$ cat config.mk
export PLATFORM = sky130hd
export DESIGN_NAME = uart_tx_arbiter
export DESIGN_NICKNAME = d
export VERILOG_FILES = /design/src/rtl/uart_tx_arbiter_pkg.sv /design/src/rtl/rr_arbiter2.sv /design/src/rtl/uart_tx_arbiter.sv
export SDC_FILE = /design/constraint.sdc
export NUM_CORES = 1
export LEC_CHECK = 0
export ABC_CLOCK_PERIOD_IN_PS = 4500
export BUFFER_PORTS_ARGS = -buffer_cell sky130_fd_sc_hd__buf_2
export CORE_ASPECT_RATIO = 0.5
export CORE_MARGIN = 2
export CORE_UTILIZATION = 61
export DETAILED_ROUTE_END_ITERATION = 16
export PLACE_DENSITY = 0.95
export SETUP_SLACK_MARGIN = 0.3
export SLEW_MARGIN = 10
export SYNTH_ARGS = -nofsm -noshare
export SYNTH_HDL_FRONTEND = slang
export SYNTH_SLANG_ARGS = --single-unit
$ cat constraint.sdc
create_clock -name Clk -period 4.5 [get_ports Clk]
set_input_delay 0.225 -clock Clk [delete_from_list [all_inputs] [get_ports Clk]]
set_output_delay 0.225 -clock Clk [all_outputs]
set_load 0.05 [all_outputs]
$ cat src/rtl/uart_tx_arbiter_pkg.sv
// Shared definitions for the two-requester UART transmit arbiter:
// FSM encodings, grant bit positions and default timing parameters.
package uart_tx_arbiter_pkg;

    typedef enum logic [1:0] {
        ST_IDLE = 2'd0,
        ST_OWN  = 2'd1,
        ST_HOLD = 2'd2,
        ST_GAP  = 2'd3
    } arb_state_t;

    localparam int GRANT_DATA = 0;
    localparam int GRANT_CMD  = 1;

    localparam int DEFAULT_GAP_CYCLES = 4;
    localparam int DEFAULT_MAX_BYTES  = 64;

endpackage

$ cat src/rtl/rr_arbiter2.sv
// Two-way round-robin pick. A tie goes to the requester that did not own last;
// the last owner is remembered only when the caller accepts the pick.
module rr_arbiter2
    import uart_tx_arbiter_pkg::*;
(
    input  logic       clk,
    input  logic       rst_n,
    input  logic [1:0] req,
    input  logic       take,
    output logic [1:0] pick
);

    // 0 = data owned last, 1 = cmd owned last
    logic last_owner;

    always_comb begin
        pick = 2'b00;
        case (req)
            2'b01:   pick = 2'b01;
            2'b10:   pick = 2'b10;
            2'b11:   pick = last_owner ? 2'b01 : 2'b10;
            default: pick = 2'b00;
        endcase
    end

    always_ff @(posedge clk or negedge rst_n) begin
        if (!rst_n) begin
            last_owner <= 1'b0;
        end else if (take && (pick != 2'b00)) begin
            last_owner <= pick[GRANT_CMD];
        end
    end

endmodule

$ cat src/rtl/uart_tx_arbiter.sv
// Shares one UART transmitter between a data-path and a command requester.
// Owner streams bytes one per two cycles, capped per grant, then a quiet gap follows.
module uart_tx_arbiter
    import uart_tx_arbiter_pkg::*;
#(
    parameter int GAP_CYCLES = DEFAULT_GAP_CYCLES,
    parameter int MAX_BYTES  = DEFAULT_MAX_BYTES
) (
    input  logic       Clk,
    input  logic       Reset_n,
    input  logic       DataReq,
    input  logic [7:0] DataByte,
    output logic       DataLoaded,
    input  logic       CmdReq,
    input  logic [7:0] CmdByte,
    output logic       CmdLoaded,
    input  logic       TxReady,
    output logic       TxLoad,
    output logic [7:0] TxData,
    output logic [1:0] Grant,
    output arb_state_t DbgState
);

    localparam logic [7:0]  MAX_B    = 8'(MAX_BYTES);
    localparam logic [15:0] GAP_LAST = 16'(GAP_CYCLES - 1);

    arb_state_t  state, state_n;
    logic [1:0]  grant, grant_n;
    logic        tx_load, tx_load_n;
    logic [7:0]  tx_data, tx_data_n;
    logic        data_loaded, data_loaded_n;
    logic        cmd_loaded, cmd_loaded_n;
    logic [7:0]  byte_cnt, byte_cnt_n;
    logic [15:0] gap_cnt, gap_cnt_n;

    logic        take;
    logic [1:0]  pick;
    logic        owner_req;
    logic [7:0]  owner_byte;

    rr_arbiter2 u_rr (
        .clk   (Clk),
        .rst_n (Reset_n),
        .req   ({CmdReq, DataReq}),
        .take  (take),
        .pick  (pick)
    );

    assign owner_req  = grant[GRANT_DATA] ? DataReq  : (grant[GRANT_CMD] & CmdReq);
    assign owner_byte = grant[GRANT_DATA] ? DataByte : CmdByte;

    always_comb begin
        state_n       = state;
        grant_n       = grant;
        tx_load_n     = 1'b0;
        tx_data_n     = tx_data;
        data_loaded_n = 1'b0;
        cmd_loaded_n  = 1'b0;
        byte_cnt_n    = byte_cnt;
        gap_cnt_n     = gap_cnt;
        take          = 1'b0;

        case (state)
            ST_IDLE: begin
                if (pick != 2'b00) begin
                    take       = 1'b1;
                    grant_n    = pick;
                    byte_cnt_n = 8'd0;
                    state_n    = ST_OWN;
                end
            end
            ST_OWN: begin
                if (!owner_req) begin
                    grant_n   = 2'b00;
                    gap_cnt_n = 16'd0;
                    state_n   = (GAP_CYCLES == 0) ? ST_IDLE : ST_GAP;
                end else if (TxReady) begin
                    tx_load_n     = 1'b1;
                    tx_data_n     = owner_byte;
                    data_loaded_n = grant[GRANT_DATA];
                    cmd_loaded_n  = grant[GRANT_CMD];
                    byte_cnt_n    = byte_cnt + 8'd1;
                    state_n       = ST_HOLD;
                end
            end
            ST_HOLD: begin
                // Cap reached: give the other requester a chance even if still asked
                if (byte_cnt >= MAX_B) begin
                    grant_n   = 2'b00;
                    gap_cnt_n = 16'd0;
                    state_n   = (GAP_CYCLES == 0) ? ST_IDLE : ST_GAP;
                end else begin
                    state_n = ST_OWN;
                end
            end
            ST_GAP: begin
                if (gap_cnt == GAP_LAST) begin
                    gap_cnt_n = 16'd0;
                    state_n   = ST_IDLE;
                end else begin
                    gap_cnt_n = gap_cnt + 16'd1;
                end
            end
            default: state_n = ST_IDLE;
        endcase
    end

    always_ff @(posedge Clk or negedge Reset_n) begin
        if (!Reset_n) begin
            state       <= ST_IDLE;
            grant       <= 2'b00;
            tx_load     <= 1'b0;
            tx_data     <= 8'h00;
            data_loaded <= 1'b0;
            cmd_loaded  <= 1'b0;
            byte_cnt    <= 8'd0;
            gap_cnt     <= 16'd0;
        end else begin
            state       <= state_n;
            grant       <= grant_n;
            tx_load     <= tx_load_n;
            tx_data     <= tx_data_n;
            data_loaded <= data_loaded_n;
            cmd_loaded  <= cmd_loaded_n;
            byte_cnt    <= byte_cnt_n;
            gap_cnt     <= gap_cnt_n;
        end
    end

    assign Grant      = grant;
    assign TxLoad     = tx_load;
    assign TxData     = tx_data;
    assign DataLoaded = data_loaded;
    assign CmdLoaded  = cmd_loaded;
    assign DbgState   = state;

endmodule

==> results of run 1 <==
## per-layer routing
layer | GRT usage, % | share of wire (%) | vias to the layer above
met5 | 0 | 0 | -
met4 | 18.15 | 4.4 | 0
met3 | 5.136 | 7.5 | 27
met2 | 51.88 | 49 | 134
met1 | 33.44 | 39 | 1034
li1 | - | - | 969
## state kept, by name, indices dropped and copies added, names as in the netlist, 2 cells and up
signal	count
gap_cnt	16
Grant	2
DbgState	2
byte_cnt	8
TxData	8
## cell type report
class | instances | area (µm²)
fillers | 224 | 877.1
inverters | 14 | 52.55
flip-flops and latches | 40 | 1001
clock buffers | 5 | 68.82
clock inverters | 3 | 90.09
repair buffers | 36 | 182.7
well taps | 51 | 63.81
multi-input cells | 173 | 1174
## cell usage after synthesis, types with 2 or more instances
library cell	number
nand4b_1	4
o21ai_1	4
mux2_2	3
buf_6	2
nor2_1	5
dfrtp_1	40
ha_1	8
a21o_1	2
or4_1	9
or3b_2	2
a22o_1	2
nand4_1	7
o211ai_1	2
nand2_1	18
or3_1	6
inv_1	14
and4_1	3
buf_2	3
nor4b_1	2
nor4_1	2
clkbuf_1	3
and3_1	4
o21ai_0	27
a21oi_1	15
o41ai_1	2
nand3_1	12
mux2i_1	8
and2_1	4
a31oi_1	3
## logic make-up after synthesis
kind of cell,count (synthesis),synth area share [%]
and+or+nand+nor,84,22.34
AOI/OAI and AO/OA,68,18.88
DFF,40,43.91
buffers and inverters,23,4.610
muxes,12,5.488
adders and majority gates,8,4.391
xor gates and xnor gates,1,0.3843
## power groups by stage
stage | clock, mW | sequential (mW) | combinational (mW)
floorplan | 0 | 0.643 | 0.387
global route | 0.426 | 0.510 | 0.756
global placement | 0 | 0.492 | 0.649
CTS | 0.412 | 0.499 | 0.692
detailed placement | 0 | 0.502 | 0.677
finish | 0.415 | 0.503 | 0.699
## how the worst max path moves through the flow
stage | endpoint | cells after the start
2_1_floorplan | gap_cnt[2] | 7
3_3_place_gp | DbgState[0] | 5
3_5_place_dp | DbgState[0] | 5
4_1_cts | DbgState[0] | 5
5_1_grt | DbgState[0] | 5
6_report | DbgState[0] | 5
## placed cells by master, fill, tap and decap left out, types with 2 or more instances in the layout
master     count
inv_1         14
bufinv_16      3
o21ai_1        4
or3b_2         2
and2_1         4
mux2i_1        8
o211ai_1       2
or3_1          6
nand4_1        7
nand4b_1       4
buf_2         35
a31oi_1        3
nor4_1         2
a21o_1         2
dfrtp_1       40
nor4b_1        2
and4_1         3
mux2_2         3
a21oi_1       15
clkbuf_8       5
o21ai_0       27
a22o_1         2
nand2_1       18
nand3_1       12
ha_1           8
or4_1          9
o41ai_1        2
nor2_1         5
and3_1         4
## worst register-to-register path: cells and delay by family (launching register included)
| kind | cells | cell delay, ps |
|---|---|---|
| and+or+nand+nor | 2 | 1000 |
| AOI/OAI and AO/OA | 1 | 660 |
| DFF | 1 | 430 |
| adders and majority gates | 1 | 320 |
| muxes | 1 | 320 |
==> impl_metrics.csv, run 1 <==
group,metric,value,unit
layout,final_cell_area,0.002633,mm²
worst_setup_path,r2r_setup_slack,1670,ps
timing,final-hold-violation-count,0,
yosys,synth_top_area_share,43.91,%
grt,gr-total-overflow,0,
timing,slew_viol_final,0,
clocking,cts.hold.buffers_added,0,
timing,fin_skew,6.891,ps
yosys,synth-edff-count,0,
timing,tightest_slew,890.9,ps
yosys,syn_area,0.002280,mm²
timing,setup_tns,0,ps
worst_setup_path,r2r-end,"DbgState[0]",
layout,fin_nets,299,
yosys,async_flop_share,100.0,%
worst_setup_path,crit_start,"gap_cnt[0]",
power_and_ir_drop,p_total,1.617,mW
route,routedWlPerCell,18.25,µm
floorplan,num_io_pins,36,
timing,rsz0062_at_grt,"false",
clocking,clk_pin_slew,80,ps
route,finalWirelength,5876,µm
layout,instances_no_fill,322,
clocking,cts_buffer_depth,2,
power_and_ir_drop,p_switching,0.6981,mW
clocking,cts_resized,0,
worst_setup_path,crit_required,4690,ps
clocking,cts_tree,"built",
floorplan,dieArea,0.004272,mm²
yosys,synthTopCellsByArea,"dfrtp_1, o21ai_0, ha_1",
floorplan,start_util,64.96,%
placement,post-place-cells,314,
worst_setup_path,worst-path-max-fanout,16,
grt,grt_max_degree,41,
yosys,synth_nets,265,
clocking,cts_buffers,5,
worst_setup_path,cp_cell_sequence,"ha_1, or4b_2, o41ai_4, and3_1, mux2_1",
placement,place_area,0.002474,mm²
run,drv_cap,0,
worst_setup_path,critical_path_buf_inv_count,0,
yosys,synth-seq-area-share,43.91,%
route,vias,2164,
layout,post-route-util,75.01,%
route,drc,0,
yosys,synth_top_cell_by_area,"dfrtp_1",
timing,min_period_over_period,62.90,%
layout,syn_to_final_growth,15.48,%
layout,n_antenna_cell,0,
timing,layout_min_cycle_time,2830,ps
timing,relSlewSlack,40.61,%
worst_setup_path,critical_path_class,"flop to flop",
worst_setup_path,r2r-start,"gap_cnt[0]",
worst_setup_path,crit_family,"simple AND/OR/NAND/NOR gates",
route,antenna_left,0,
floorplan,die_w,90.46,µm
timing,fmax,353.3,MHz
placement,place_ws,1681,ps
placement,hpwlAfterDp,3636,µm
clocking,post_cts_buffers,0,
worst_setup_path,crit_path_start_kind,"flop",
route,first_iter_violations,191,
timing,hold_slack,38.59,ps
grt,grt_first_pass_wirelength,9204,µm
worst_setup_path,cp_slowest_cell,"or4b_2",
yosys,synth_warnings,0,
power_and_ir_drop,p_leak,1.196,nW
power_and_ir_drop,power_frac_seq,31.1,%
grt,grt_pass1_vias,1912,
route,dr.pass1.iters,5,
floorplan,core,0.003510,mm²
placement,port_buffers,35,
yosys,synthCells,236,
clocking,cts_sinks,40,
grt,antenna_found_initial,0,
worst_setup_path,endpoint_kind,"flop",
layout,final_layout_size_suffix_gt1_share,19.56,%
power_and_ir_drop,power_density,614.3,mW/mm²
route,viasPerCell,6.720,
status,status,"finished, final reports clean",
clocking,h-tree-depth,2,
min_path,hold_path_class,"input pin to asynchronous set/reset pin",
yosys,yosysUniqueCellTypes,49,
worst_setup_path,slowest_delay,680,ps
yosys,synth_flop_cell,"dfrtp_1",
power_and_ir_drop,comb_power_share,43.2,%
power_and_ir_drop,clkPwrFrac,25.7,%
clocking,cts-root-buf,"clkbuf_8",
timing,timing.final.ws_setup,1670,ps
grt,grt_usage,28.40,%
floorplan,placement_rows,15,
placement,place_congestion,0.9041,
power_and_ir_drop,ir_drop,0.3921,mV
timing,setup_viol,0,
clocking,clock_latency,300,ps
power_and_ir_drop,swShare,43.17,%
yosys,ys_seq_elements,40,
worst_setup_path,worst-r2r-cell-count,5,
floorplan,die_y,47.23,µm
worst_setup_path,critPathArrivalTime,3020,ps
yosys,avgSynthCellArea,9.660,µm²
power_and_ir_drop,p_int,0.9190,mW
No activity file was read; power rests on OpenSTA's default activity.
==> inputs of run 2 (changes only) <==
--- a/config.mk
+++ b/config.mk
@@ -5,13 +5,14 @@
 export SDC_FILE = /design/constraint.sdc
 export NUM_CORES = 1
 export LEC_CHECK = 0
-export ABC_CLOCK_PERIOD_IN_PS = 4500
+export ABC_AREA = 1
+export ABC_CLOCK_PERIOD_IN_PS = 2700
 export BUFFER_PORTS_ARGS = -buffer_cell sky130_fd_sc_hd__buf_2
 export CORE_ASPECT_RATIO = 0.5
 export CORE_MARGIN = 2
-export CORE_UTILIZATION = 61
+export CORE_UTILIZATION = 57
 export DETAILED_ROUTE_END_ITERATION = 16
-export PLACE_DENSITY = 0.95
+export PLACE_DENSITY = 0.91
 export SETUP_SLACK_MARGIN = 0.3
 export SLEW_MARGIN = 10
 export SYNTH_ARGS = -nofsm -noshare
==> constraint.sdc (replaced) <==
create_clock -name Clk -period 2.7 [get_ports Clk]
set_input_delay 0.135 -clock Clk [delete_from_list [all_inputs] [get_ports Clk]]
set_output_delay 0.135 -clock Clk [all_outputs]
set_load 0.05 [all_outputs]
==> impl_metrics.csv, run 2 <==
group,metric,value,unit
clocking,cts_buffers,5,
status,status,"finished, final reports clean",
grt,grt_max_degree,41,
clocking,cts-root-buf,"clkbuf_8",
power_and_ir_drop,p_leak,1.353,nW
route,vias,2297,
timing,fin_skew,8.432,ps
timing,final-hold-violation-count,0,
worst_setup_path,critical_path_class,"flop to flop",
floorplan,dieArea,0.004851,mm²
placement,place_area,0.002629,mm²
grt,gr-total-overflow,0,
route,dr.pass1.iters,5,
layout,largest_reg_flops,16,
floorplan,die_y,50.26,µm
route,antenna_left,0,
layout,final_cell_mix,"nand2_1, nor2_1, dfrtp_1, inv_1, buf_2",
power_and_ir_drop,power_density,888.6,mW/mm²
route,viasPerCell,5.379,
worst_setup_path,endpoint_kind,"flop",
floorplan,core,0.004004,mm²
layout,top_register,"gap_cnt",
worst_setup_path,crit_path_start_kind,"flop",
placement,post-place-cells,421,
min_path,hold_path_class,"input pin to flop",
yosys,synthCells,337,
grt,grt_first_pass_wirelength,9149,µm
yosys,syn_area,0.002440,mm²
clocking,cts_resized,0,
layout,instances_no_fill,427,
worst_setup_path,critPathArrivalTime,2210,ps
power_and_ir_drop,comb_power_share,51.7,%
clocking,cts_buffer_depth,2,
placement,port_buffers,35,
worst_setup_path,worst-path-max-fanout,11,
power_and_ir_drop,p_total,2.406,mW
timing,setup_viol,0,
run,drv_cap,0,
yosys,async_flop_share,100.0,%
min_path,hold_path_depth,3,
floorplan,num_io_pins,36,
worst_setup_path,crit_required,2870,ps
yosys,avgSynthCellArea,7.240,µm²
timing,min_period_over_period,75.37,%
yosys,synth_most_common_cell,"nand2_1",
timing,tightest_slew,877.3,ps
power_and_ir_drop,p_int,1.193,mW
grt,grt_pass1_vias,2124,
clocking,clk_pin_slew,70,ps
yosys,yosysUniqueCellTypes,27,
yosys,ys_seq_elements,40,
power_and_ir_drop,power_frac_seq,33.6,%
worst_setup_path,r2r-end,"byte_cnt[7]",
clocking,h-tree-depth,2,
clocking,cts_sinks,40,
clocking,clock_latency,290,ps
route,routedWlPerCell,12.44,µm
power_and_ir_drop,clkPwrFrac,14.7,%
power_and_ir_drop,p_switching,1.213,mW
layout,post-route-util,67.63,%
timing,setup_tns,0,ps
route,first_iter_violations,149,
yosys,synth_nets,366,
timing,relSlewSlack,41.51,%
layout,fin_nets,404,
route,drc,0,
layout,final_layout_size_suffix_gt1_share,13.94,%
yosys,synth_top_area_share,41.03,%
min_path,whs_endpoint,"TxData[0]",
floorplan,die_w,96.53,µm
floorplan,start_util,60.94,%
timing,fmax,491.4,MHz
yosys,synthTopCellsByArea,"dfrtp_1, nand2_1, nor2_1",
placement,hpwlAfterDp,3889,µm
placement,place_congestion,0.8468,
yosys,synth-edff-count,0,
yosys,synth_common_cells,"nand2_1, nor2_1, dfrtp_1, inv_1, nand3_1",
layout,final_cell_area,0.002708,mm²
layout,final_common_cell,"nand2_1",
min_path,worstHoldStart,"DataByte[0]",
yosys,synth_warnings,0,
timing,layout_min_cycle_time,2035,ps
power_and_ir_drop,ir_drop,0.6662,mV
power_and_ir_drop,swShare,50.41,%
yosys,synth_top_cell_by_area,"dfrtp_1",
layout,n_antenna_cell,0,
worst_setup_path,worst-r2r-cell-count,10,
route,finalWirelength,5312,µm
timing,slew_viol_final,0,
worst_setup_path,r2r-start,"DbgState[1]",
worst_setup_path,r2r_setup_slack,670,ps
timing,rsz0062_at_grt,"false",
grt,grt_usage,24.51,%
grt,antenna_found_initial,0,
layout,syn_to_final_growth,10.97,%
yosys,synth-seq-area-share,41.03,%
floorplan,placement_rows,16,
yosys,synth_flop_cell,"dfrtp_1",
clocking,cts_tree,"built",
-- run 2: through the flow --
stage | setup slack, ps | hold WS, ps
detailed placement | 709.9 | 295.3
CTS | 667.4 | 99.39
floorplan | 761.4 | -160.6
finish | 665.1 | 96.71
global placement | 811.7 | 290.9
global route | 483.3 | 101.3
-- run 2: cells by family (layout without fill, tap and decap cells) --
logic type / after synthesis / in the layout / synth area share [%]
buf+inv: 46 / 82 / 8.923
simple gates: 199 / 199 / 35.33
xor+xnor: 2 / 2 / 0.7181
compound gates: 42 / 42 / 9.898
fa+ha+maj: 8 / 8 / 4.103
flops: 40 / 40 / 41.03
-- run 2: timing repair --
action	in CTS	in global routing
setup buffers	0	0
hold buffers	1	0
endpoints found under the hold margin	40	0
-- run 2: metal layers --
layer | global-route usage [%] | vias to the layer above | part of all wire, %
li1 | - | 1156 | -
met5 | 0 | - | 0
met4 | 8.920 | 0 | 1.3
met2 | 41.78 | 57 | 51
met1 | 31.05 | 1073 | 44
met3 | 5.105 | 11 | 3.7
-- run 2: worst max path at each step --
stage / start / endpoint / cells past startpoint
after floorplan: DbgState[1] / gap_cnt[12] / 8
after global placement: DbgState[1] / byte_cnt[7] / 10
after detailed placement: DbgState[1] / byte_cnt[7] / 10
after CTS: DbgState[1] / byte_cnt[7] / 10
after global routing: DbgState[1] / TxData[3] / 6
final: DbgState[1] / byte_cnt[7] / 10
-- run 2: power by group through the flow --
stage,logic (mW),clock network [mW],registers [mW]
after CTS,1.24,0.357,0.806
after global placement,1.18,0,0.807
final,1.24,0.354,0.808
after detailed placement,1.23,0,0.818
after floorplan,0.688,0,1.12
after global routing,1.36,0.385,0.820
-- run 2: layout make-up --
class                      count  area (µm²)
fill                         335        1296
multi-input combinational    251        1221
sequential                    40        1001
timing repair buffer          38       200.2
inverter                      39       148.9
clock buffer                   5       68.82
tap                           54       67.56
-- run 2: worst max-delay path, stage by stage (launching register included) --
cell and delay, ps:
dfrtp_1 440, inv_1 160, ha_1 460, inv_1 180
nand2_1 90, nand3_1 80, nor2_1 110, buf_4 180
inv_1 90, nand2_1 60, o21ai_0 70
